==> src/rtl/keccak_absorb_padder.sv <==
// keccak_absorb_padder
// Packs a stream of 64-bit little-endian message words into Keccak rate
// blocks, applies pad10*1 multi-rate padding with a configurable domain byte,
// and hands each finished block to the permutation core over valid/ready.
// Words and blocks never overlap: while a block is pending, no input is taken.

module keccak_absorb_padder #(
  parameter int          RATE_LANES = 17,
  parameter logic [7:0]  PAD_BYTE   = 8'h01
) (
  input  logic                       clk,
  input  logic                       rst,        // synchronous, active-low
  input  logic                       in_valid,
  output logic                       in_ready,
  input  logic [63:0]                in_data,
  input  logic                       in_last,
  input  logic [3:0]                 in_bytes,
  output logic                       blk_valid,
  input  logic                       blk_ready,
  output logic [RATE_LANES*64-1:0]   blk_data,
  output logic                       blk_last,
  output logic                       busy
);

  localparam int BLK_W = RATE_LANES * 64;
  localparam int CNT_W = $clog2(RATE_LANES + 1);
  localparam logic [CNT_W-1:0] LAST_LANE = CNT_W'(RATE_LANES - 1);

  typedef enum logic [1:0] {
    FILL     = 2'd0,
    SEND     = 2'd1,
    SEND_PAD = 2'd2
  } state_e;

  state_e             state_q, state_d;
  logic [BLK_W-1:0]   buf_q, buf_d;
  logic [CNT_W-1:0]   cnt_q, cnt_d;
  logic               blk_last_q, blk_last_d;
  logic               pad_pend_q, pad_pend_d;
  logic               busy_q, busy_d;

  // Decoded view of the incoming last word.
  logic [3:0]         n_bytes;
  logic [63:0]        last_lane;
  logic               exact_fill;
  logic               in_fire;
  logic               blk_fire;

  // Output drive: ready is also suppressed while reset is held.
  assign in_ready  = rst && (state_q == FILL);
  assign blk_valid = (state_q != FILL);
  assign blk_data  = buf_q;
  assign blk_last  = blk_last_q;
  assign busy      = busy_q;

  assign in_fire  = in_valid && in_ready;
  assign blk_fire = blk_valid && blk_ready;

  // Build the lane holding the final message bytes: data, then the pad
  // start byte right after them, zeros above.
  always_comb begin
    // NOTE: every variable written here gets a default first, so no path can leave it unassigned and infer a latch.
    n_bytes   = (in_bytes > 4'd8) ? 4'd8 : in_bytes;
    last_lane = '0;
    for (int k = 0; k < 8; k++) begin
      if (4'(k) < n_bytes) begin
        last_lane[8*k +: 8] = in_data[8*k +: 8];
      end else if (4'(k) == n_bytes) begin
        last_lane[8*k +: 8] = PAD_BYTE;
      end
    end
    // A full final word in the top lane leaves no room for padding here;
    // the padding then travels in a separate pad-only block.
    exact_fill = in_last && (n_bytes == 4'd8) && (cnt_q == LAST_LANE);
  end

  // Next-state logic for the framing FSM, lane buffer and flags.
  always_comb begin
    state_d    = state_q;
    buf_d      = buf_q;
    cnt_d      = cnt_q;
    blk_last_d = blk_last_q;
    pad_pend_d = pad_pend_q;
    busy_d     = busy_q;

    unique case (state_q)
      FILL: begin
        if (in_fire) begin
          busy_d = 1'b1;
          for (int l = 0; l < RATE_LANES; l++) begin
            if (CNT_W'(l) == cnt_q) begin
              buf_d[64*l +: 64] = in_last ? last_lane : in_data;
            end else if (in_last && (n_bytes == 4'd8) &&
                         (CNT_W'(l) == cnt_q + CNT_W'(1))) begin
              // Full final word: padding starts in the following lane.
              buf_d[64*l +: 64] = {56'd0, PAD_BYTE};
            end
          end

          if (in_last) begin
            cnt_d   = '0;
            state_d = SEND;
            if (exact_fill) begin
              blk_last_d = 1'b0;
              pad_pend_d = 1'b1;
            end else begin
              // Closing bit of pad10*1 sits in the top bit of the block;
              // it merges with PAD_BYTE when both land on the last byte.
              buf_d[BLK_W-1] = 1'b1;
              blk_last_d     = 1'b1;
            end
          end else if (cnt_q == LAST_LANE) begin
            cnt_d      = '0;
            blk_last_d = 1'b0;
            state_d    = SEND;
          end else begin
            cnt_d = cnt_q + CNT_W'(1);
          end
        end
      end

      SEND: begin
        if (blk_fire) begin
          buf_d = '0;
          cnt_d = '0;
          if (pad_pend_q) begin
            buf_d[7:0]     = PAD_BYTE;
            buf_d[BLK_W-1] = 1'b1;
            blk_last_d     = 1'b1;
            state_d        = SEND_PAD;
          end else begin
            if (blk_last_q) begin
              busy_d = 1'b0;
            end
            blk_last_d = 1'b0;
            state_d    = FILL;
          end
        end
      end

      SEND_PAD: begin
        if (blk_fire) begin
          buf_d      = '0;
          cnt_d      = '0;
          blk_last_d = 1'b0;
          pad_pend_d = 1'b0;
          busy_d     = 1'b0;
          state_d    = FILL;
        end
      end

      default: begin
        state_d = FILL;
      end
    endcase
  end

  // State register with synchronous active-low reset; a reset discards any
  // partial message and any block not yet taken by the core.
  always_ff @(posedge clk) begin
    if (!rst) begin
      // NOTE: the lane buffer is reset because it drives blk_data directly and must read zero out of reset.
      state_q    <= FILL;
      buf_q      <= '0;
      cnt_q      <= '0;
      blk_last_q <= 1'b0;
      pad_pend_q <= 1'b0;
      busy_q     <= 1'b0;
    end else begin
      // NOTE: non-blocking assignments so every register samples the pre-edge values computed above.
      state_q    <= state_d;
      buf_q      <= buf_d;
      cnt_q      <= cnt_d;
      blk_last_q <= blk_last_d;
      pad_pend_q <= pad_pend_d;
      busy_q     <= busy_d;
    end
  end

endmodule

==> config.mk <==
export PLATFORM = sky130hd
export DESIGN_NAME = keccak_absorb_padder
export DESIGN_NICKNAME = d
export VERILOG_FILES = /design/src/rtl/keccak_absorb_padder.sv
export SDC_FILE = /design/constraint.sdc
export NUM_CORES = 2
export LEC_CHECK = 0
export CAP_MARGIN = 10
export CORE_AREA = 5 5 457 459
export DETAILED_ROUTE_END_ITERATION = 16
export DIE_AREA = 0 0 462 464
export GPL_TIMING_DRIVEN = 1
export HOLD_SLACK_MARGIN = 0.06
export MAX_ROUTING_LAYER = met4
export SYNTH_ARGS = -nofsm -noshare
export SYNTH_HDL_FRONTEND = slang
export SYNTH_SLANG_ARGS = --single-unit
==> constraint.sdc <==
create_clock -name clk -period 2.5 [get_ports clk]
set_input_delay 0.625 -clock clk [delete_from_list [all_inputs] [get_ports clk]]
set_output_delay 0.625 -clock clk [all_outputs]
set_load 0.01 [all_outputs]
==> results.toml <==
[synth]
ys_top_cells_by_area = "dfxtp_1 59%, o2bb2ai_1 15%, nand2_1 5.2%"
syn_area_per_cell_sq_um = 10.9
synth_edf_count = 0
syn_inst = 3414
yosysMostFrequentCell = "dfxtp_1"
yosys.area.top_type = "dfxtp_1"
ys_warn_count = 0
synth_top_area_share = 0.591
yosys_most_used_dff = "dfxtp_1"
async_flop_share = 0
synth_cell_types = 74
syn_area_sq_um = 37200
netlist_top_cells_count = "1098 x dfxtp_1, 649 x o2bb2ai_1, 513 x nand2_1"
ys_ff_latch = 1098
synth_nets = 3497
synth-seq-area-share = 0.591

[timing]
layout_min_cycle_time_ps = 2620
hold_viol_final = 0
rsz0062_at_grt = "yes"
slew_headroom = 0.580
period_share = 1.05
fmax_mhz = 381
fin_skew_ps = 91.3
finalMaxSlewViolations = 0
holdWs_ps = 293
finalSetupViolations = 41
worst_slack_ps = -124
tightest_slew_ps = 630

[detailed_routing]
first_iter_violations = 3147
wl_per_cell_um = 30.1
ant_nets = 0
drt-total-wl_um = 228000
drc_errors = 0
via_count = 35100
dr.pass1.iters = 5
vias_per_cell = 4.64

[clock_tree]
worstSkewPairLatency_ps = 800
cts-root-buf = "clkbuf_16"
cts_made_buffers = 118
cts_tree = "built"
clkSlewWorstSetupHoldPaths_ps = 80
cts_max_level = 3
cts_buffer_depth = 3
clock_sink_count = 1098
ctsHoldBuffers = 0

[placed_design]
dp_slack_ps = -627
portBuffers = 1164
gp_congestion = 0.902
dp_hpwl_um = 161000

[critical_path]
required_ps = 3190
crit_type = "reg -> reg"
cp_cell_sequence = "buf_12 -> ha_4 -> o21ba_4 -> buf_6 -> a211o_1 -> nor2_4 -> buf_12 -> buf_16 -> buf_12 -> nand3_4 -> buf_12 -> o2bb2ai_2"
worstRegToRegCells = 12
crit_slowest_cell = "dfxtp_4"
crit_family = "buffers and inverters"
crit_buf_inv = 6
crit_cells = 12
cpPeakStageDelay_ps = 360
startpoint_type = "flop"
worstSetupEndpointType = "flop"
cp.arrival_ps = 3310
worstPathMaxFanout = 48
path_common_cell = "buf_12"

[run]
max_cap_viol_count = 0

[power_and_ir_drop]
max-vdd-ir-drop_mv = 0.612
pwr_density_cell_nw_per_um2 = 676
leakage_nw = 21.3
p_total_w = 0.0414

[die]
num_rows = 166
core_sq_um = 204000
io_pins = 1165
initial_core_util = 0.182
die_y_um = 464
fp.dieArea_sq_um = 214000
fp.dieW_um = 462

[run_status]
run_status = "complete, but fails checks"
violations = "setup timing"

[global_route]
grtUsageTotal = 0.203
grt_overflow = 0
grt_pass1_vias = 34900
grt_max_degree = 95
grt_pass1_wl_um = 297000
antenna_found_initial = 25

[min_path]
hold_depth = 4
hp-class = "in -> reg"

[cells_and_area]
fin_nets = 4840
drive_above_1_share = 0.172
area_growth_pct = 64.7
[routing by layer]
layer / share of wire / vias up / GRT usage
met4: 0.046 / 0 / 0.0826
li1: - / 15300 / -
met3: 0.087 / 378 / 0.0541
met5: 0 / - / -
met1: 0.41 / 17500 / 0.245
met2: 0.45 / 1953 / 0.320
[registers in the layout, indices dropped and copies added, names as in the netlist]
signal / count
blk_last: 1
state_q: 2
busy: 1
blk_data: 1088
pad_pend_q: 1
cnt_q: 5
[worst min-delay path, stage by stage]
cell      delay [ps]
buf_8            120
inv_2             70
buf_4            170
a311oi_1          50
[cell families after synthesis]
logic type               synth area share
AO/OA/AOI/OAI                       0.244
adder cells (fa/ha/maj)           0.00337
buffers and inverters              0.0506
flip-flops                          0.591
multiplexers                       0.0235
AND/OR/NAND/NOR                    0.0878
[worst paths after layout]
path | to | from | slack, ps
min | busy$_SDFFE_PN0P_ | rst | 290
max reg2reg | blk_data[406]$_SDFFE_PN0P_ | state_q[0]$_SDFFE_PN0P_ | -120
min reg2reg | blk_data[200]$_SDFFE_PN0P_ | blk_data[200]$_SDFFE_PN0P_ | 460
max | blk_data[406]$_SDFFE_PN0P_ | state_q[0]$_SDFFE_PN0P_ | -120
[stage by stage]
stage / area [sq um] / cells / setup TNS [ps] / utilization
finish: 61200 / 7562 / -2880 / 0.300
global route: 61200 / 7557 / -3660 / 0.300
CTS: 60300 / 7524 / -235 / 0.296
detailed placement: 55200 / 7261 / -414720 / 0.270
global placement: 55200 / 7261 / -392190 / 0.270
floorplan: 37200 / 3414 / -1120 / -
[layout make-up]
| class | instances | area, sq um |
|---|---|---|
| repair buffers | 1586 | 17400 |
| clock buffers | 164 | 3390 |
| diodes | 15 | 37.5 |
| well taps | 2688 | 3360 |
| flip-flops and latches | 1098 | 22000 |
| multi-input cells | 1944 | 14100 |
| clock inverters | 58 | 877 |
| inverters | 9 | 33.8 |
| fillers | 21000 | 143000 |
[cells in the final DEF, fill, tap and decap left out, types with 9 or more instances in the layout]
master / instances
nand4_1: 15
clkbuf_1: 20
o211ai_1: 9
nand3_1: 92
nand2_2: 15
o21ai_0: 52
buf_6: 17
and2_1: 18
dlygate4sd2_1: 50
a22o_1: 36
a21oi_4: 14
o22ai_1: 222
clkinvlp_4: 10
mux2i_1: 86
o2bb2ai_1: 607
clkbuf_8: 26
o22ai_2: 46
nor2_1: 36
buf_12: 157
buf_16: 19
nand2_1: 493
buf_4: 216
a21oi_1: 23
diode_2: 15
dfxtp_1: 1092
o2bb2ai_2: 40
bufinv_16: 13
clkbuf_16: 130
clkinv_2: 15
clkdlybuf4s50_1: 1108
[repair_timing]
| action | in CTS | in global routing |
|---|---|---|
| resized for setup | 118 | 82 |
| setup endpoints to repair | 758 | 473 |
| cloned | 13 | 14 |
| pin swaps | 16 | 31 |
| buffers inserted | 29 | 10 |
[report_power, final]
group / internal [W] / total (W) / leakage [nW] / switching (W)
combinational: 0.00174 / 0.00459 / 10.4 / 0.00286
sequential: 0.0176 / 0.0177 / 8.85 / 0.0000966
clock: 0.0109 / 0.0190 / 2.05 / 0.00810
total: 0.0303 / 0.0414 / 21.3 / 0.0111
Power figures use the tool's default switching activity.
